File: config.mk
export PLATFORM = sky130hd
export DESIGN_NAME = cde_sync_filter
export DESIGN_NICKNAME = d
export VERILOG_FILES = /design/src/rtl/cde_sync_filter.sv
export SDC_FILE = /design/constraint.sdc
export NUM_CORES = 1
export LEC_CHECK = 0
export BUFFER_PORTS_ARGS = -buffer_cell sky130_fd_sc_hd__buf_2
export CAP_MARGIN = 40
export CORE_AREA = 2 2 39 41
export DETAILED_ROUTE_END_ITERATION = 16
export DIE_AREA = 0 0 41 43
export SYNTH_ARGS = -nofsm -noshare
export SYNTH_HDL_FRONTEND = slang
export SYNTH_SLANG_ARGS = --single-unit
File: constraint.sdc
create_clock -name clk -period 1.2 [get_ports clk]
set_input_delay 0.12 -clock clk [delete_from_list [all_inputs] [get_ports clk]]
set_output_delay 0.12 -clock clk [all_outputs]
set_load 0.02 [all_outputs]
File: src/rtl/cde_sync_filter.sv
// -----------------------------------------------------------------------------
// cde_sync_filter
//
// Multi-channel input conditioner for asynchronous level signals (pins,
// straps, cross-domain status bits). Every channel is handled the same way:
//
//   data_in -> DEPTH-flop synchronizer -> stability filter -> data_out
//                                                         -> rise / fall
//
// The synchronized level (sy) must differ from the current filtered level for
// FILTER qualifying cycles (edges with tick=1) in a row before it is accepted.
// If sy returns to the filtered level at any point, the partial count is
// dropped, so a glitch shorter than FILTER qualifying cycles is never seen
// downstream. A one-cycle rise or fall pulse is registered on the same edge
// that data_out takes its new value.
//
// Parameters
//   WIDTH   : number of independent channels
//   DEPTH   : synchronizer stages per channel (2..8)
//   FILTER  : qualifying stable cycles needed to accept a new level (1..65535)
//   RST_VAL : per-channel reset value of sync stages and data_out
//
// Ports
//   clk      : sole clock
//   reset    : synchronous, active-high reset; overrides everything else
//   tick     : filter qualification strobe (tie high for per-clock filtering)
//   data_in  : [WIDTH] asynchronous channel inputs
//   data_out : [WIDTH] filtered, synchronized levels
//   rise     : [WIDTH] one-cycle pulse when data_out goes 0->1
//   fall     : [WIDTH] one-cycle pulse when data_out goes 1->0
//
// Every output comes straight from a flop; there is no combinational path
// from any input to any output.
// -----------------------------------------------------------------------------
module cde_sync_filter #(
    parameter int               WIDTH   = 1,
    parameter int               DEPTH   = 2,
    parameter int               FILTER  = 4,
    parameter logic [WIDTH-1:0] RST_VAL = {WIDTH{1'b0}}
) (
    input  logic             clk,
    input  logic             reset,
    input  logic             tick,
    input  logic [WIDTH-1:0] data_in,
    output logic [WIDTH-1:0] data_out,
    output logic [WIDTH-1:0] rise,
    output logic [WIDTH-1:0] fall
);

    // Counter holds 0..FILTER-1; sized from FILTER+1 so it is always at least
    // one bit wide (FILTER=1 only ever uses the value 0).
    localparam int CW = ($clog2(FILTER + 1) < 1) ? 1 : $clog2(FILTER + 1);

    // Terminal count: the FILTER-th qualifying mismatch edge is the one that
    // sees cnt == FILTER-1, so acceptance never lets the counter wrap.
    localparam logic [CW-1:0] CNT_LAST = CW'(FILTER - 1);

    genvar gi;
    generate
        for (gi = 0; gi < WIDTH; gi++) begin : g_chan
            // sync_reg[0] is the first capture flop, sync_reg[DEPTH-1] feeds
            // the filter.
            logic [DEPTH-1:0] sync_reg;
            logic             sy;

            logic             filt_reg;
            logic             filt_next;
            logic [CW-1:0]    cnt_reg;
            logic [CW-1:0]    cnt_next;
            logic             rise_reg;
            logic             rise_next;
            logic             fall_reg;
            logic             fall_next;

            assign sy = sync_reg[DEPTH-1];

            // Filter next-state. The counter clears whenever sy agrees with
            // the filtered level, independent of tick, so any reversion
            // during a gap between ticks still discards the partial count.
            always_comb begin
                filt_next = filt_reg;
                cnt_next  = cnt_reg;
                rise_next = 1'b0;
                fall_next = 1'b0;

                if (sy == filt_reg) begin
                    cnt_next = '0;
                end else if (!tick) begin
                    cnt_next = cnt_reg;
                end else if (cnt_reg == CNT_LAST) begin
                    filt_next = sy;
                    cnt_next  = '0;
                    rise_next = sy;
                    fall_next = ~sy;
                end else begin
                    cnt_next = cnt_reg + 1'b1;
                end
            end

            always_ff @(posedge clk) begin
                if (reset) begin
                    // Reset loads the filtered level directly, so it never
                    // produces an edge pulse of its own.
                    sync_reg <= {DEPTH{RST_VAL[gi]}};
                    filt_reg <= RST_VAL[gi];
                    cnt_reg  <= '0;
                    rise_reg <= 1'b0;
                    fall_reg <= 1'b0;
                end else begin
                    // The synchronizer shifts every clock; tick only gates
                    // the filter counter.
                    sync_reg <= {sync_reg[DEPTH-2:0], data_in[gi]};
                    filt_reg <= filt_next;
                    cnt_reg  <= cnt_next;
                    rise_reg <= rise_next;
                    fall_reg <= fall_next;
                end
            end

            assign data_out[gi] = filt_reg;
            assign rise[gi]     = rise_reg;
            assign fall[gi]     = fall_reg;
        end
    endgenerate

endmodule

# [Yosys cells after proc, flatten, opt, wreduce, memory -nomap -nowiden]
# Index checks and enable logic that the tools add are counted.
# Widths: inputs -> output; s select.
[word_totals] reg_bits=8 out_inout_bits=3 wordCells=16
[classes] add_sub_neg=1 eq_ne=2 n_mux=1 bitwise=4 reduce_logical=3
[ops] cell="$not 1->1" count=4
[ops] cell="$reduce_or 4->1" count=1
[ops] cell="$add 3x1->3 const B" count=1
[ops] cell="$eq 3x2->1 const B" count=1
[ops] cell="$mux 3" count=1
[ops] cell="$reduce_and 3->1" count=1
[ops] cell="$reduce_or 2->1" count=1
[ops] cell="$eq 1x1->1" count=1

# [Logic depth before layout (Yosys ltp)]
[depth] depth_word=3 mapped_depth=4

# [Worst setup path before layout]
# OpenSTA, ideal clock, no wires.
[synth_path] path_type="reg-to-reg" from="register g_chan[0].cnt_reg[0]" to="register g_chan[0].filt_reg, in the netlist data_out" setup_time_ns=0.114 arrival_ns=0.864 required_ns=1.086 path_slack_ns=0.221 path_stages_with_launch=5 n_path_buf=0 cell_sequence="dfxtp_1 ha_1 nand3b_1 mux2i_1 nor2_1"
[synth_between] elab_chain_len=2
[synth_rtl] element="start: declaration" line_no="68" source="logic [CW-1:0] cnt_reg;"
[synth_rtl] element="start signal: assignment" line_no="114" source="cnt_reg <= cnt_next;"
[synth_rtl] element="$eq 3x2->1" line_no="90" source="end else if (cnt_reg == CNT_LAST) begin"
[synth_rtl] element="$reduce_and 3->1 (no line)"
[synth_rtl] element="end signal: assignment" line_no="105" source="filt_reg <= RST_VAL[gi];"
[synth_rtl] element="end signal: assignment" line_no="113" source="filt_reg <= filt_next;"
[synth_rtl] element="end: declaration" line_no="66" source="logic filt_reg;"
# No other way between the ends.
# A chain may end at the register's enable or synchronous reset.

# [Final worst setup path]
# Ends and elaborated chain as after synthesis.

==> metrics <==
Achievable Freq 0.933 GHz; initial antenna violation count 0; outcome completed; Layout Area Growth over Synthesis 25.4%; Placer Congestion 0.640; WS Path Type register to register; full die area 1760 sq um; post-CTS resize count 0; Post-Syn Area per Cell 10.2 sq um; Unique masters post-synth 12; layout cell share with drive strength beyond 1 0.243; adder-cell area share of the yosys netlist 0.0439; commonest non-fill, non-tap cells in the layout 8 x dfxtp_1, 6 x buf_2, 3 x nand2b_1, 3 x nor2_1, 3 x clkbuf_4; DRC 0; crit path capture type register; initial drt markers 3; startpoint types register; Mapped Nets 33; Cell Chain, Critical Path ha_1 -> nand3b_1 -> mux2i_1 -> nor2_1; compound-cell area share of the yosys netlist 0.0175; clock skew 0.00551 ns; pin count of the biggest net entering global routing 6; worst skew pair latency 0.25 ns; die width 41 um; clk buf depth 2; final slew viol count 0; vias 204; Seq/Total Area, Yosys 0.561; maxcap violations 0; per-cell routed wire length 8.21 um; CTS tree yes; global-route wire length before repair 703 um; Final Setup Violations 0; DRT Wirelength 435 um; core box area 1380 sq um; Die Height 43 um; period utilisation layout 0.893; Leak Pwr 0.160 nW; yosys synthesis warning count 0; synthesized cell area 285 sq um; Worst-Margin Slew 0.198 ns; Worst Hold Launch reset; Pwr Density 1370 nW/um^2; Largest register FFs 3; Slowest Stage Delay on Critical Path 0.33 ns; Synth Area in XOR/XNOR 0.0307; clock period minus final worst setup slack 1.07 ns; Num Clock Sinks 8; number of post-CTS setup repair buffers 0; TritonCTS Buffers 3; Yosys reg bits 8; crit path DAT 1.21 ns; # nets final 44; Setup TNS Final 0 ns; FF+latch area 160 sq um; commonest non-fill, non-tap cell in the layout dfxtp_1; Pwr Total 0.000490 W; Worst R2R Setup Slack 0.13 ns; multi-input gate area in the final layout 121 sq um; via/cell ratio 3.85; # diodes 0; vias in the first global route 183; Crit-path slowest cell dfxtp_1; Hold Buf Count CTS 0; worst r2r src g_chan[0].cnt_reg[0]; Post-Syn Instances 28; Simple-Gate Fraction of Synth Area 0.263; CP Launch Point g_chan[0].cnt_reg[0]; VDD IR-drop max 0.000500 V; multiplexer share of the synthesized area 0.0702; # IOs 7; Final HPWL DP 329 um; port bufs 6; largest family of logic cells by synthesized area simple AND/OR/NAND/NOR gates; Slew HR 0.868; Max FO, Critical Path 3; GR Util All Layers 0.0665; Initial Util 0.206; Root Buffer clkbuf_4; H-tree levels 1; std cell rows 14; CTS clk-pin slew, worst paths 0.05 ns; final hold viol count 0; critical path required time 1.34 ns; GR Overflow Total 0; RSZ-0062 raised after global routing false; Antenna Nets Post-Route 0; Hold Path Class input port to register; Pre-Repair DR Iteration Count 3; FILL cells 152
synth_stat cells (all sizes together):
master,number,area [sq um]
a21oi,1,5.00
dfxtp,8,160
ha,1,12.5
inv,1,3.75
mux2i,2,20.0
nand2,2,7.51
nand2b,3,18.8
nand3b,2,15.0
nor2,3,11.3
nor2b,2,12.5
nor3,2,10.0
xor2,1,8.76
final timing paths:
path / end / cells past startpoint
hold / removal: g_chan[0].sync_reg[1] / 2
hold reg to reg: g_chan[0].sync_reg[1] / 1
setup reg to reg: data_out / 4
setup / recovery: data_out / 4
power by group:
part / switching [W] / internal (W) / leakage (nW)
logic: 0.00000761 / 0.00000889 / 0.0812
clock network: 0.0000875 / 0.000114 / 0.0138
registers: 0.00000225 / 0.000270 / 0.0649
area by class of cell:
class,instances,share of cell area
clock buffers,3,0.0629
inverters,1,0.0105
multi-input cells,19,0.339
flip-flops and latches,8,0.448
well taps,16,0.0559
repair buffers,6,0.0839
cell families after synthesis:
logic type               after synthesis
AO/OA/AOI/OAI                          1
XOR/XNOR                               1
adder cells (fa/ha/maj)                1
buffers and inverters                  1
flip-flops                             8
multiplexers                           2
AND/OR/NAND/NOR                       14
stage by stage:
stage / hold slack, ns / instances / setup slack, ns / util / area (sq um)
after floorplan: 0.192 / 28 / 0.221 / - / 285
after global placement: 0.323 / 50 / 0.186 / 0.242 / 335
after detailed placement: 0.324 / 50 / 0.136 / 0.242 / 335
after CTS: 0.0554 / 53 / 0.129 / 0.259 / 358
after global routing: 0.0642 / 53 / 0.0690 / 0.259 / 358
final: 0.0631 / 53 / 0.129 / 0.259 / 358
worst max-delay path, delay by kind of cell, from the launching register on:
kind,cells,cell delay [ns]
flip-flops,1,0.33
multiplexers,1,0.21
adder cells (fa/ha/maj),1,0.23
AND/OR/NAND/NOR,2,0.20
routing by layer:
layer | global-route usage | vias to the layer above | share of wire
met5 | 0 | - | 0
met4 | 0 | 0 | 0
met2 | 0.0844 | 8 | 0.44
met1 | 0.0684 | 85 | 0.43
met3 | 0.0942 | 0 | 0.12
li1 | - | 111 | -
No activity file was read; power rests on OpenSTA's default activity.
